[src/rtl/keypad_pkg.sv]
// rtl/keypad_pkg.sv - shared types, constants and key-code helpers for the keypad emulator
package keypad_pkg;

  localparam int NUM_ROWS = 4;
  localparam int NUM_COLS = 4;

  typedef logic [3:0] key_t;

  typedef enum logic [2:0] {
    IDLE,
    BOUNCE_IN,
    HOLD,
    BOUNCE_OUT,
    GAP
  } state_t;

  // Upper two bits of the key code select the row line
  function automatic logic [1:0] key_row(input key_t k);
    return k[3:2];
  endfunction

  // Lower two bits of the key code select the scanned column
  function automatic logic [1:0] key_col(input key_t k);
    return k[1:0];
  endfunction

endpackage

[src/rtl/keypad_contact_gen.sv]
// rtl/keypad_contact_gen.sv - contact waveform generator with deterministic bounce
module keypad_contact_gen
  import keypad_pkg::*;
#(
  parameter int BOUNCE_LEN    = 2000,
  parameter int BOUNCE_PERIOD = 250
) (
  input  logic clk,
  input  logic rst_n,
  input  logic start,
  input  logic active,
  input  logic phase,
  input  logic level,
  output logic contact,
  output logic last
);

  localparam int BW = (BOUNCE_LEN > 0) ? $clog2(BOUNCE_LEN + 1) : 1;
  localparam int PW = $clog2(BOUNCE_PERIOD + 1);
  localparam logic [BW-1:0] B_LAST = BW'(BOUNCE_LEN - 1);
  localparam logic [PW-1:0] P_LAST = PW'(BOUNCE_PERIOD - 1);

  logic [BW-1:0] b_cnt;
  logic [PW-1:0] p_cnt;
  logic          tog;

  // Bounce length counter plus toggle sub-counter; tog starts at 1 on every bounce entry
  always_ff @(posedge clk or negedge rst_n) begin
    if (!rst_n) begin
      b_cnt <= '0;
      p_cnt <= '0;
      tog   <= 1'b1;
    end else if (start) begin
      b_cnt <= '0;
      p_cnt <= '0;
      tog   <= 1'b1;
    end else if (active) begin
      b_cnt <= b_cnt + 1'b1;
      if (p_cnt == P_LAST) begin
        p_cnt <= '0;
        tog   <= ~tog;
      end else begin
        p_cnt <= p_cnt + 1'b1;
      end
    end
  end

  // Make bounce starts closed (phase=1), break bounce starts open (phase=0)
  assign contact = active ? (tog ~^ phase) : level;
  assign last    = active && (b_cnt == B_LAST);

endmodule

[src/rtl/keypad_matrix_emulator.sv]
// rtl/keypad_matrix_emulator.sv - 4x4 membrane keypad model driven by a column scanner
module keypad_matrix_emulator
  import keypad_pkg::*;
#(
  parameter int BOUNCE_LEN    = 2000,
  parameter int BOUNCE_PERIOD = 250,
  parameter int GAP_LEN       = 1000
) (
  input  logic        clk,
  input  logic        rst_n,
  input  logic        C0,
  input  logic        C1,
  output logic        F0,
  output logic        F1,
  output logic        F2,
  output logic        F3,
  input  logic        req_valid,
  output logic        req_ready,
  input  logic [3:0]  req_key,
  input  logic [23:0] req_hold,
  output logic        busy,
  output logic        done,
  output logic        contact
);

  localparam int GW = $clog2(GAP_LEN + 1);
  localparam logic [GW-1:0] G_LAST = GW'(GAP_LEN - 1);
  localparam bit HAS_BOUNCE = (BOUNCE_LEN > 0);

  state_t        state;
  state_t        state_nxt;
  key_t          key_q;
  logic [23:0]   hold_last;
  logic [23:0]   hold_cnt;
  logic [GW-1:0] gap_cnt;
  logic          live;
  logic [NUM_ROWS-1:0] f_q;
  logic          accept;
  logic          b_last;
  logic          hold_end;
  logic          gap_end;
  logic          gen_start;
  logic          gen_active;

  assign accept   = req_valid && req_ready;
  assign hold_end = (state == HOLD) && (hold_cnt == hold_last);
  assign gap_end  = (state == GAP) && (gap_cnt == G_LAST);

  // Next-state selection for the press sequence
  always_comb begin
    state_nxt = state;
    case (state)
      IDLE:       if (accept)   state_nxt = HAS_BOUNCE ? BOUNCE_IN : HOLD;
      BOUNCE_IN:  if (b_last)   state_nxt = HOLD;
      HOLD:       if (hold_end) state_nxt = HAS_BOUNCE ? BOUNCE_OUT : GAP;
      BOUNCE_OUT: if (b_last)   state_nxt = GAP;
      GAP:        if (gap_end)  state_nxt = IDLE;
      default:                  state_nxt = IDLE;
    endcase
  end

  // State register; live keeps req_ready low until the first edge after reset release
  always_ff @(posedge clk or negedge rst_n) begin
    if (!rst_n) begin
      state <= IDLE;
      live  <= 1'b0;
    end else begin
      state <= state_nxt;
      live  <= 1'b1;
    end
  end

  // Request latch: key and hold length are captured only on acceptance
  always_ff @(posedge clk or negedge rst_n) begin
    if (!rst_n) begin
      key_q     <= '0;
      hold_last <= '0;
    end else if (accept) begin
      key_q     <= req_key;
      hold_last <= (req_hold == 24'd0) ? 24'd0 : req_hold - 24'd1;
    end
  end

  // Hold and gap duration counters run from zero on state entry
  always_ff @(posedge clk or negedge rst_n) begin
    if (!rst_n) begin
      hold_cnt <= '0;
      gap_cnt  <= '0;
    end else begin
      hold_cnt <= (state == HOLD) ? hold_cnt + 24'd1 : 24'd0;
      gap_cnt  <= (state == GAP) ? gap_cnt + 1'b1 : '0;
    end
  end

  // done lands on the first IDLE cycle after the gap
  always_ff @(posedge clk or negedge rst_n) begin
    if (!rst_n) begin
      done <= 1'b0;
    end else begin
      done <= gap_end;
    end
  end

  assign gen_start  = ((state_nxt == BOUNCE_IN) && (state != BOUNCE_IN)) ||
                      ((state_nxt == BOUNCE_OUT) && (state != BOUNCE_OUT));
  assign gen_active = (state == BOUNCE_IN) || (state == BOUNCE_OUT);

  keypad_contact_gen #(
    .BOUNCE_LEN    (BOUNCE_LEN),
    .BOUNCE_PERIOD (BOUNCE_PERIOD)
  ) u_contact_gen (
    .clk     (clk),
    .rst_n   (rst_n),
    .start   (gen_start),
    .active  (gen_active),
    .phase   (state == BOUNCE_IN),
    .level   (state == HOLD),
    .contact (contact),
    .last    (b_last)
  );

  // Registered row drive: only the pressed key's row goes low while its column is scanned
  always_ff @(posedge clk or negedge rst_n) begin
    if (!rst_n) begin
      f_q <= '1;
    end else begin
      for (int i = 0; i < NUM_ROWS; i++) begin
        f_q[i] <= ~(contact && (key_row(key_q) == 2'(i)) && ({C1, C0} == key_col(key_q)));
      end
    end
  end

  assign {F3, F2, F1, F0} = f_q;
  assign req_ready = live && (state == IDLE);
  assign busy      = (state != IDLE);

endmodule

[config.mk]
export PLATFORM = sky130hd
export DESIGN_NAME = keypad_matrix_emulator
export DESIGN_NICKNAME = d
export VERILOG_FILES = /design/src/rtl/keypad_pkg.sv /design/src/rtl/keypad_contact_gen.sv /design/src/rtl/keypad_matrix_emulator.sv
export SDC_FILE = /design/constraint.sdc
export NUM_CORES = 1
export LEC_CHECK = 0
export ABC_CLOCK_PERIOD_IN_PS = 8189
export CAP_MARGIN = 20
export CORE_MARGIN = 1.5
export CORE_UTILIZATION = 55
export DETAILED_ROUTE_END_ITERATION = 7
export GPL_TIMING_DRIVEN = 1
export PLACE_DENSITY_LB_ADDON = 0.2
export SLEW_MARGIN = 20
export SYNTH_ARGS = -nofsm -noshare
export SYNTH_HDL_FRONTEND = slang
export SYNTH_HIERARCHICAL = 1
export SYNTH_SLANG_ARGS = --single-unit
[constraint.sdc]
create_clock -name clk -period 8.19 [get_ports clk]
set_clock_uncertainty 0.2 [all_clocks]
set_input_delay 1.2285 -clock clk [delete_from_list [all_inputs] [get_ports clk]]
set_output_delay 1.2285 -clock clk [all_outputs]
set_load 0.05 [all_outputs]
==> summary.txt <==
Run status
  – Status: finished clean

Worst hold path
  – Hold wc startpoint: gap_cnt[0]
  – Hold path cells: 1
  – Hold Path Class: reg -> reg
  – Worst hold endpoint: gap_cnt[0]

Timing
  – Max Slew Vio Count: 0
  – Final hold vios: 0
  – Slew margin rel.: 46.7%
  – Unrepaired setup endpoints after global routing: false
  – # setup viols final: 0
  – Period utilization: 50.8%
  – Final min period: 4160 ps
  – Tightest Pin Transition: 800 ps
  – Max Fclk: 240 MHz
  – Setup TNS Final: 0 ps

Synth
  – Post-Syn Nets: 536
  – Syn. warnings: 6
  – Post-Synth XOR/XNOR Area: 14.3%
  – Ys async rst share: 100%
  – Post-synth top cells: dfrtp_1 (86), nor2_1 (56), nand2_1 (46), xor2_1 (46), xnor2_1 (33)
  – Post-synth design cell area: 4850 sq um
  – Most common cell in the netlist: dfrtp_1
  – Post-synth EDFFs: 0
  – Register area share after synthesis: 47.1%
  – Post-Synthesis Cells: 497
  – Synth top area share: 44.4%
  – Synth Flop Type: dfrtp_1
  – Compound-gate portion of the synthesized area: 8.77%
  – Most area-consuming cells after synthesis: dfrtp_1 (44%), xor2_1 (8.3%), xnor2_1 (6.0%), nor2_1 (4.3%), nand2_1 (3.6%)
  – Netlist cell types: 51
  – Largest area contributor in the netlist: dfrtp_1
  – Main combinational cell family by area after synthesis: simple AND/OR/NAND/NOR gates
  – Post-Synth Simple-Gate Area: 23.9%
  – Proportion of synthesized area in mux cells: 2.01%
  – Synthesized area per cell: 9.76 sq um
  – Synth Area in Adders: 1.55%
  – Synthesized flop and latch total: 91

Clocking
  – Root buffer cell: clkbuf_8
  – H-tree levels: 3
  – Reg clk slew, reported paths: 90 ps
  – Worst skew pair latency: 370 ps
  – Hold buffer count at CTS: 0
  – CTS tree: done
  – Clock buffer depth: 2
  – Post-CTS resize count: 0
  – Clock buffer count from CTS: 9
  – # clock sinks: 91
  – Post-CTS Setup Repair Bufs: 0

Setup path
  – Worst r2r path cells: 8
  – CP Max Fanout: 25
  – CP Cell Sequence: or3b_2 -> inv_1 -> mux2_2 -> clkdlybuf4s50_1
  – Critical Path RT: 6760 ps
  – Worst setup path class: reg -> out
  – Worst path slowest cell: clkdlybuf4s50_1
  – Crit path buf inv count: 2
  – Critical path launch point type: flip-flop
  – Critical path's top delay family: buffers and inverters
  – Worst Setup SP: state[1]
  – Worst setup EP type: output port
  – Reg2reg end: u_contact_gen/b_cnt[10]
  – Worst r2r src: state[1]
  – CP peak stage delay: 810 ps
  – Setup slack, reg-to-reg: 4290 ps
  – WP data arrival: 2740 ps

GRT
  – Largest net degree at the start of global routing: 65
  – Antenna violations before repair: 0
  – First-pass GRT wire length: 16,600 microns
  – GRT overflow: 0
  – Vias in the first global route: 3,674
  – Overall routing resource usage: 21.5%

Layout
  – N_diodes: 0
  – Layout Nets: 575
  – FF/Latch Area: 2280 sq um
  – Layout cells sized above 1: 8.50%
  – Design area: 5550 sq um
  – Multi-input combinational cell area: 2460 sq um
  – Layout fillers: 733
  – Layout area overhead: 14.5%

Placement
  – DP Area: 5340 sq um
  – Port buffer count: 40
  – Routability cong.: 0.801
  – Hpwl dp: 6780 microns

Detailed routing
  – DR pass1 iterations: 4
  – Number of routed nets with antenna violations: 0
  – Drt total wl: 9430 microns
  – Vias per inst: 5.65
  – DR iter-0 viols: 258
  – Drt wl/cell: 14.5 microns
  – DRC Markers: 0
  – Via count: 3,664

Floorplanning
  – I/O pin total: 41
  – Initial core utilization: 56.2%
  – Die Y: 96.9 microns
  – Row count: 34
  – Die footprint: 9390 sq um
  – Core area: 8640 sq um
  – Chip Width: 96.9 microns

Job
  – Max Cap Viol: 0

Power
  – Max IR drop VDD: 0.116 mV
  – Lkg Pwr: 2.40 nW
  – Pwr Density: 146 nW/um^2
==> power by group <==
group / internal (mW) / switching, mW / total [mW]
Combinational: 0.0198 / 0.0213 / 0.0410
Clock: 0.146 / 0.172 / 0.319
Sequential: 0.449 / 0.0000935 / 0.449
Total: 0.615 / 0.194 / 0.809
==> routing by layer <==
metal  GRT usage, %  up-vias  routed length, microns
met2           37.5       54                    4610
met1           27.5     1779                    4460
li1               -     1821                       -
met5              0        -                       0
met4           5.35        0                     100
met3           4.34       10                     262
==> state kept, by name (all words and copies together) (netlist names) <==
name,cells
u_contact_gen/p_cnt,8
done,1
u_contact_gen/b_cnt,11
hold_cnt,24
state,3
key_q,4
u_contact_gen/tog,1
hold_last,24
gap_cnt,10
live,1
f_q,4
==> cells in the final DEF (no fill, tap or decap), types with 3 or more instances in the layout <==
master and instances:
nor4_1 10, nand3_1 21, ha_1 6, nor3_2 4, o31ai_1 14, or3_1 12
nor2_1 56, inv_6 3, and4_1 5, a21oi_1 14, mux2i_1 3, clkbuf_8 9
inv_1 12, dfstp_2 5, nor2b_1 6, nand2_1 46, dfrtp_1 86, mux2_2 5
and3_1 9, nor3_1 15, and2_1 3, buf_4 5, o21ai_0 17, nand4_1 10
xor2_1 46, xnor2_1 33, or4_1 4, clkdlybuf4s50_1 39, nand3b_1 3, o21ai_1 10
==> how the worst max path moves through the flow <==
stage,to,cells after the start
3_5_place_dp,hold_last[2],6
2_1_floorplan,hold_last[21],6
5_1_grt,contact,4
4_1_cts,contact,4
3_3_place_gp,hold_last[9],6
6_report,contact,4
==> cells by family after synthesis <==
group           count (synthesis)
buf+inv                        28
compound gates                 67
mux                             9
flops                          91
xor+xnor                       79
other cells                     1
simple gates                  216
fa+ha+maj                       6
==> stage by stage <==
| step | total power [mW] | setup slack [ps] | hold slack [ps] | util [%] | std cells |
|---|---|---|---|---|---|
| after global routing | 0.841 | 3920 | 289 | 64.3 | 649 |
| after floorplan | 0.468 | 5100 | 214 | - | 497 |
| after detailed placement | 0.500 | 3900 | 249 | 61.9 | 633 |
| final | 0.809 | 4030 | 257 | 64.3 | 649 |
| after global placement | 0.499 | 3970 | 236 | 61.9 | 633 |
| after CTS | 0.820 | 4020 | 262 | 64.3 | 649 |
==> area by class of cell <==
| class | instances | area share (%) |
|---|---|---|
| inverters | 12 | 0.811 |
| clock buffers | 9 | 2.23 |
| flip-flops and latches | 91 | 41.1 |
| well taps | 108 | 2.43 |
| clock inverters | 7 | 1.49 |
| multi-input cells | 378 | 44.2 |
| repair buffers | 44 | 7.70 |
==> worst reg2reg max path, delay by kind of cell, from the launching register on <==
kind               cells  cell delay (ps)
and+or+nand+nor        5             2520
AOI/OAI and AO/OA      3              660
DFF                    1              460
Note: power is estimated with default switching activity, not from simulation.
